File: config.mk
export PLATFORM = sky130hd
export DESIGN_NAME = channel_init_ctrl_flat
export DESIGN_NICKNAME = d
export VERILOG_FILES = /design/src/rtl/aurora_pkg.sv /design/src/rtl/channel_init_ctrl_if.sv /design/src/rtl/channel_init_ctrl_watchdog.sv /design/src/rtl/channel_init_ctrl.sv /design/src/flat_wrapper.sv
export SDC_FILE = /design/constraint.sdc
export NUM_CORES = 1
export LEC_CHECK = 0
export BUFFER_PORTS_ARGS = -buffer_cell sky130_fd_sc_hd__buf_2
export CAP_MARGIN = 20
export CORE_ASPECT_RATIO = 1.4
export CORE_UTILIZATION = 57
export DETAILED_ROUTE_END_ITERATION = 16
export PLACE_DENSITY_LB_ADDON = 0.1
export SLEW_MARGIN = 0
export SYNTH_ARGS = -nofsm -noshare
export SYNTH_HDL_FRONTEND = slang
export SYNTH_HIERARCHICAL = 1
export SYNTH_SLANG_ARGS = --single-unit
File: constraint.sdc
create_clock -name clk -period 3.8 [get_ports clk]
set_clock_uncertainty 0.05 [all_clocks]
set_input_delay 0.19 -clock clk [delete_from_list [all_inputs] [get_ports clk]]
set_output_delay 0.19 -clock clk [all_outputs]
set_load 0.005 [all_outputs]
File: src/rtl/aurora_pkg.sv
// Shared Aurora types.
//   ordered_sets_e  : ordered set selector driven to the TX ordered-set mux
//   chinit_state_e  : channel initialisation controller states
//   os_for_state()  : state -> ordered set decode used by the controller
package aurora_pkg;

    typedef enum logic [1:0] {
        NONE = 2'd0,
        SP   = 2'd1,
        I    = 2'd2,
        VER  = 2'd3
    } ordered_sets_e;

    typedef enum logic [2:0] {
        RESET        = 3'd0,
        INIT         = 3'd1,
        BONDING      = 3'd2,
        VERIFICATION = 3'd3,
        READY        = 3'd4
    } chinit_state_e;

    function automatic ordered_sets_e os_for_state(input chinit_state_e s);
        case (s)
            INIT:         return SP;
            BONDING:      return I;
            VERIFICATION: return VER;
            default:      return NONE;
        endcase
    endfunction

endpackage

File: src/rtl/channel_init_ctrl_if.sv
// Lane status / ordered-set control bundle for channel_init_ctrl.
//   master : lane status logic side (drives lane status and verification pulses)
//   slave  : controller side (drives ordered_sets, init_finished, timeout, retry_cnt)
interface channel_init_ctrl_if #(
    parameter int unsigned LANES   = 4,
    parameter int unsigned RETRY_W = 8
);
    import aurora_pkg::*;

    logic [LANES-1:0]   lanes_active;
    logic [LANES-1:0]   lane_aligned;
    logic [LANES-1:0]   lane_bonded;
    logic               ver_rx;
    logic               ver_err;
    ordered_sets_e      ordered_sets;
    logic               init_finished;
    logic               timeout;
    logic [RETRY_W-1:0] retry_cnt;

    modport master (
        output lanes_active, lane_aligned, lane_bonded, ver_rx, ver_err,
        input  ordered_sets, init_finished, timeout, retry_cnt
    );

    modport slave (
        input  lanes_active, lane_aligned, lane_bonded, ver_rx, ver_err,
        output ordered_sets, init_finished, timeout, retry_cnt
    );

endinterface

File: src/rtl/channel_init_ctrl_watchdog.sv
// Per-phase watchdog: counts cycles while en is high, cleared by clr.
//   clk, rst_n : clock, asynchronous active-low reset
//   clr        : clear counter (phase change)
//   en         : phase is watched
//   expire     : counter has reached LIMIT-1 during a watched phase
// LIMIT == 0 disables the watchdog (expire tied low).
module phase_watchdog #(
    parameter int unsigned LIMIT = 1024
) (
    input  logic clk,
    input  logic rst_n,
    input  logic clr,
    input  logic en,
    output logic expire
);

    generate
        if (LIMIT == 0) begin : g_off
            logic unused_inputs;
            assign unused_inputs = ^{clk, rst_n, clr, en};
            assign expire = 1'b0;
        end else begin : g_on
            localparam int unsigned W = $clog2(LIMIT + 1);
            logic [W-1:0] cnt;

            assign expire = en && (cnt == W'(LIMIT - 1));

            always_ff @(posedge clk or negedge rst_n) begin
                if (!rst_n) begin
                    cnt <= '0;
                end else if (clr) begin
                    cnt <= '0;
                end else if (en && !expire) begin
                    cnt <= cnt + 1'b1;
                end
            end
        end
    endgenerate

endmodule

File: src/rtl/channel_init_ctrl.sv
// Aurora channel initialisation controller for an N-lane simplex channel.
// Walks RESET/INIT/BONDING/VERIFICATION/READY, qualifying lanes with a mask
// latched at RESET exit, counting verification sequences, restarting on
// alignment loss or watchdog expiry with a saturating retry counter.
//   clk           : clock
//   rst_n         : asynchronous active-low reset
//   simplex_reset : synchronous soft reset (retry_cnt held)
//   chan          : lane status in, ordered_sets/init_finished/timeout/retry_cnt out
module channel_init_ctrl
    import aurora_pkg::*;
#(
    parameter int unsigned LANES          = 4,
    parameter int unsigned VER_COUNT      = 4,
    parameter int unsigned TIMEOUT_CYCLES = 1024,
    parameter int unsigned RETRY_W        = 8
) (
    input  logic                clk,
    input  logic                rst_n,
    input  logic                simplex_reset,
    channel_init_ctrl_if.slave  chan
);

    localparam int unsigned VCW = $clog2(VER_COUNT + 1);

    chinit_state_e  state, state_nxt;
    logic [LANES-1:0] mask;
    logic [VCW-1:0] ver_cnt;
    logic all_aligned, all_bonded, any_lost, single_lane, ver_done;
    logic restart, wd_restart, wd_en, wd_clr, wd_expire;

    // Lanes outside the mask count as aligned/bonded and never as lost.
    assign all_aligned = &(chan.lane_aligned | ~mask);
    assign all_bonded  = &(chan.lane_bonded | ~mask);
    assign any_lost    = |(~chan.lane_aligned & mask);
    assign single_lane = ($countones(mask) == 1);
    assign ver_done    = chan.ver_rx && !chan.ver_err && (ver_cnt == VCW'(VER_COUNT - 1));

    assign wd_en  = (state == INIT) || (state == BONDING) || (state == VERIFICATION);
    assign wd_clr = simplex_reset || (state_nxt != state);

    phase_watchdog #(.LIMIT(TIMEOUT_CYCLES)) u_wdog (
        .clk    (clk),
        .rst_n  (rst_n),
        .clr    (wd_clr),
        .en     (wd_en),
        .expire (wd_expire)
    );

    // Priority inside each phase: legal advance, then alignment loss, then watchdog.
    always_comb begin
        state_nxt  = state;
        restart    = 1'b0;
        wd_restart = 1'b0;
        case (state)
            RESET: begin
                if (chan.lanes_active != '0) state_nxt = INIT;
            end
            INIT: begin
                if (all_aligned) begin
                    state_nxt = single_lane ? VERIFICATION : BONDING;
                end else if (wd_expire) begin
                    state_nxt  = RESET;
                    restart    = 1'b1;
                    wd_restart = 1'b1;
                end
            end
            BONDING: begin
                if (all_bonded) begin
                    state_nxt = VERIFICATION;
                end else if (any_lost) begin
                    state_nxt = RESET;
                    restart   = 1'b1;
                end else if (wd_expire) begin
                    state_nxt  = RESET;
                    restart    = 1'b1;
                    wd_restart = 1'b1;
                end
            end
            VERIFICATION: begin
                if (ver_done) begin
                    state_nxt = READY;
                end else if (any_lost) begin
                    state_nxt = RESET;
                    restart   = 1'b1;
                end else if (wd_expire) begin
                    state_nxt  = RESET;
                    restart    = 1'b1;
                    wd_restart = 1'b1;
                end
            end
            READY: begin
                if (any_lost) begin
                    state_nxt = RESET;
                    restart   = 1'b1;
                end
            end
            default: state_nxt = RESET;
        endcase
    end

    always_ff @(posedge clk or negedge rst_n) begin
        if (!rst_n) begin
            state              <= RESET;
            mask               <= '0;
            ver_cnt            <= '0;
            chan.ordered_sets  <= NONE;
            chan.init_finished <= 1'b0;
            chan.timeout       <= 1'b0;
            chan.retry_cnt     <= '0;
        end else if (simplex_reset) begin
            state              <= RESET;
            mask               <= '0;
            ver_cnt            <= '0;
            chan.ordered_sets  <= NONE;
            chan.init_finished <= 1'b0;
            chan.timeout       <= 1'b0;
        end else begin
            state              <= state_nxt;
            chan.ordered_sets  <= os_for_state(state_nxt);
            chan.init_finished <= (state_nxt == READY);
            chan.timeout       <= wd_restart;
            if (state == RESET && state_nxt == INIT) mask <= chan.lanes_active;
            // Counter is only meaningful while staying in VERIFICATION; zero on entry.
            if (state != VERIFICATION || state_nxt != VERIFICATION) begin
                ver_cnt <= '0;
            end else if (chan.ver_err) begin
                ver_cnt <= '0;
            end else if (chan.ver_rx) begin
                ver_cnt <= ver_cnt + 1'b1;
            end
            if (restart && chan.retry_cnt != '1) chan.retry_cnt <= chan.retry_cnt + 1'b1;
        end
    end

endmodule

File: src/flat_wrapper.sv
// flat-port wrapper written by rule: the top's interface ports become plain ports
module channel_init_ctrl_flat import aurora_pkg::*;
#(
    parameter int unsigned LANES          = 4,
    parameter int unsigned VER_COUNT      = 4,
    parameter int unsigned TIMEOUT_CYCLES = 1024,
    parameter int unsigned RETRY_W        = 8
)
  (clk, rst_n, simplex_reset, chan_lanes_active, chan_lane_aligned, chan_lane_bonded, chan_ver_rx, chan_ver_err, chan_ordered_sets, chan_init_finished, chan_timeout, chan_retry_cnt);
  channel_init_ctrl_if #(.LANES(LANES), .RETRY_W(RETRY_W)) chan_i ();
  input  logic clk;
  input  logic rst_n;
  input  logic simplex_reset;
  input wire logic [$bits(chan_i.lanes_active)-1:0] chan_lanes_active;
  input wire logic [$bits(chan_i.lane_aligned)-1:0] chan_lane_aligned;
  input wire logic [$bits(chan_i.lane_bonded)-1:0] chan_lane_bonded;
  input wire logic [$bits(chan_i.ver_rx)-1:0] chan_ver_rx;
  input wire logic [$bits(chan_i.ver_err)-1:0] chan_ver_err;
  output wire logic [$bits(chan_i.ordered_sets)-1:0] chan_ordered_sets;
  output wire logic [$bits(chan_i.init_finished)-1:0] chan_init_finished;
  output wire logic [$bits(chan_i.timeout)-1:0] chan_timeout;
  output wire logic [$bits(chan_i.retry_cnt)-1:0] chan_retry_cnt;
  assign chan_i.lanes_active = chan_lanes_active;
  assign chan_i.lane_aligned = chan_lane_aligned;
  assign chan_i.lane_bonded = chan_lane_bonded;
  assign chan_i.ver_rx = chan_ver_rx;
  assign chan_i.ver_err = chan_ver_err;
  assign chan_ordered_sets = chan_i.ordered_sets;
  assign chan_init_finished = chan_i.init_finished;
  assign chan_timeout = chan_i.timeout;
  assign chan_retry_cnt = chan_i.retry_cnt;
  channel_init_ctrl #(.LANES(LANES), .VER_COUNT(VER_COUNT), .TIMEOUT_CYCLES(TIMEOUT_CYCLES), .RETRY_W(RETRY_W)) u_core (.clk(clk), .rst_n(rst_n), .simplex_reset(simplex_reset), .chan(chan_i));
endmodule
==> metrics <==
status=finished clean; Syn Std Cell Area=2120 um2; P_sw=377 uW; Post-synth ARST share=between 90% and 100%; fin crit share=between 80% and 90%; share of layout cells above drive strength 1=22.0%; WL final=4830 um; Port Buffers=28; DP Cell Count=277; top_reg_cell synth=dfrtp_1; HPWL after detailed placement=between 3000 and 4000 um; Resize count post-CTS=0; worst endpoint data arrival time=around 3.3 ns; worst skew pair latency=between 0.2 and 0.3 ns; vias in the first global route=1770; biggest area consumer among synthesized cells=dfrtp_1; worst path bufs/invs=3; cell internal pwr=~730 uW; I/O pin count=29; Horiz. Die Dim=around 54 um; clk sink count=33; Syn. warnings=6; vias per std cell=6.30; Final setup viols=0; Final TNS setup=0 ns; Layout Cells excl Fill=roughly 290; Worst Max-Slew Pin Slew=between 0.9 and 1 ns; CP Cell Sequence=nor2_1, nor2_1, buf_4, nand3_1, nor4_1, buf_4, nor3_1, or3_1, a211o_1, nand4_1, buf_4, nor2_1, a31oi_1, o311ai_1; Unique masters post-synth=59; CTS H-tree lvls=2; slowest stage cell, crit path=dfrtp_1; Clock Path Buffers=2; Crit. End Element=flop; flip-flop and latch count after synthesis=33; Mapped Cells=216; dominant cells by area after synthesis=dfrtp_1, nor2_1, ha_1, nand2b_1, a211oi_1; WS Path Type=flop to flop; share of the synthesized area in the top cell type=38.9%; clk slew on worst S/H paths=0.07 ns; clock share of power=roughly a third; cts bufs inserted=5; VDD IR-drop max=0.000283 V; P_leak=between 0.001 and 0.0015 uW; FF-to-FF End=u_core/u_wdog/g_on.cnt[0]; Max-slew headroom=34.4%; Total GRT Usage=between 20% and 30%; Syn Area/Cell=between 9 and 10 um2; Final Hold Viols=0; Residual DRC=0; largest net degree at the start of global routing=34; synth cell count leaders=dfrtp_1, nor2_1, nand2b_1, inv_1; synth-to-layout area growth=12.6%; CP delay by family, top=simple AND/OR/NAND/NOR gates; post-route ant nets=0; FP Rows=25; die height=74.2 um; final instance area=2390 um2; HP Class=primary input to flop; worst hold stages=3; Net Sw Frac=33.9%; Core ar.=between 3000 and 4000 um2; initial antenna violation count=0; hold_sp=chan_lanes_active[0]; drt first pass iters=4; root buffer cell=clkbuf_8; full die area=3970 um2; fin crit period=3.20 ns; RSZ-0062 raised after global routing=no; First DRT Iteration DRCs=57; fin nets=269; first-pass GRT wire length=approximately 8100 um; Syn Nets=240; critical path required time=approximately 3.9 ns; fmax=0.312 GHz; # diodes=0; Seq/Total Area, Yosys=38.9%; Setup crit start kind=flop; Worst R2R Setup Slack=0.60 ns; DP Area=2260 um2; Slew Limit Fails=0; Reg2Reg Launch Point=u_core/state[1]; R2R cell count=14; max-cap viol count=0; vias=1802; CTS tree=yes; CP peak stage delay=0.50 ns; per-cell routed wire length=16.9 um; Gate power share=29.4%; Worst Path Max Fanout=20; hold endpoint=u_core/mask[0]; gr ovfl total=0; GPL Wtd Cong=~1.0; EDFF count, synth=0; share of power burned in registers=39.0%; power density cells=466 nW/um2; top-count cell post-synth=dfrtp_1; Initial Utilization=61.1%
==> area by class of cell <==
class	count	area, um2
Fill cell	267	1080
Inverter	10	37.5
Timing Repair Buffer	32	173
Clock inverter	1	30.0
Tap cell	40	50.0
Sequential cell	33	826
Clock buffer	7	86.3
Multi-Input combinational cell	163	1180
==> cells by family after synthesis <==
group	after synthesis	synth area share [%]
adders and majority gates	7	4.48
and+or+nand+nor	93	26.1
xor gates and xnor gates	8	3.30
muxes	5	2.77
buffers and inverters	20	5.19
DFF	33	38.9
AOI/OAI and AO/OA	50	19.2
==> stage by stage <==
stage,hold slack [ns],utilization (%),power (uW),setup slack [ns]
after floorplan,-0.156,-,680,0.511
after global placement,0.227,65.1,739,0.740
after detailed placement,0.244,65.1,760,0.688
after CTS,0.110,68.8,1120,0.669
after global routing,0.132,68.8,1180,0.327
final,0.116,68.8,1110,0.596
==> cells in the final DEF, fill, tap and decap left out, types with 3 or more instances in the layout <==
cell	instances
dfrtp_1	33
buf_2	28
nor2_1	22
nand2b_1	11
inv_1	10
a21oi_1	9
nand2_1	9
a211oi_1	7
clkbuf_8	6
nand4_1	6
nor3_1	6
xor2_1	6
ha_1	6
nor2b_1	5
nor3b_1	4
a22oi_1	4
nand3_1	4
nand4b_1	3
or2_2	3
a41oi_1	3
and3_1	3
a2111oi_2	3
buf_4	3
==> worst min-delay path: cells and delay by family <==
kind,cells,cell delay (ns)
simple gates,1,0.08
buf+inv,1,0.08
compound gates,1,0.07
==> power groups by stage <==
| stage | clock network [uW] | logic (uW) | registers (uW) |
|---|---|---|---|
| floorplan | 0 | 260 | 420 |
| global placement | 0 | 305 | 434 |
| detailed placement | 0 | 321 | 439 |
| CTS | 357 | 325 | 434 |
| global route | 367 | 370 | 440 |
| finish | 351 | 327 | 434 |
==> registers in the layout (all words and copies together), names as in the netlist <==
signal,flops
u_core/chan.retry_cnt,8
u_core/state,3
u_core/mask,4
u_core/chan.timeout,1
u_core/u_wdog/g_on.cnt,11
u_core/chan.ordered_sets,2
u_core/chan.init_finished,1
u_core/ver_cnt,3
==> worst max-delay path by stage <==
stage	cells past startpoint	start	to	slack [ns]
floorplan	13	u_core/state[2]	u_core/u_wdog/g_on.cnt[7]	0.51
global placement	12	u_core/mask[0]	u_core/u_wdog/g_on.cnt[3]	0.74
detailed placement	14	u_core/state[1]	u_core/u_wdog/g_on.cnt[0]	0.69
CTS	14	u_core/state[1]	u_core/u_wdog/g_on.cnt[1]	0.67
global route	14	u_core/state[1]	u_core/u_wdog/g_on.cnt[1]	0.33
finish	14	u_core/state[1]	u_core/u_wdog/g_on.cnt[0]	0.60
==> routing by layer <==
metal	vias to the layer above	GRT usage, %	part of all wire [%]
met2	45	50.1	54
met4	0	9.94	1.5
met1	882	30.9	41
met5	-	0	0
met3	8	6.54	3.7
li1	867	-	-
==> what timing repair did <==
item | in CTS | in global routing
buffers inserted | 0 | 0
setup endpoints to repair | 0 | 0
hold buffers | 1 | 0
hold endpoints to repair | 33 | 0
(Power assumes the default switching activity.)
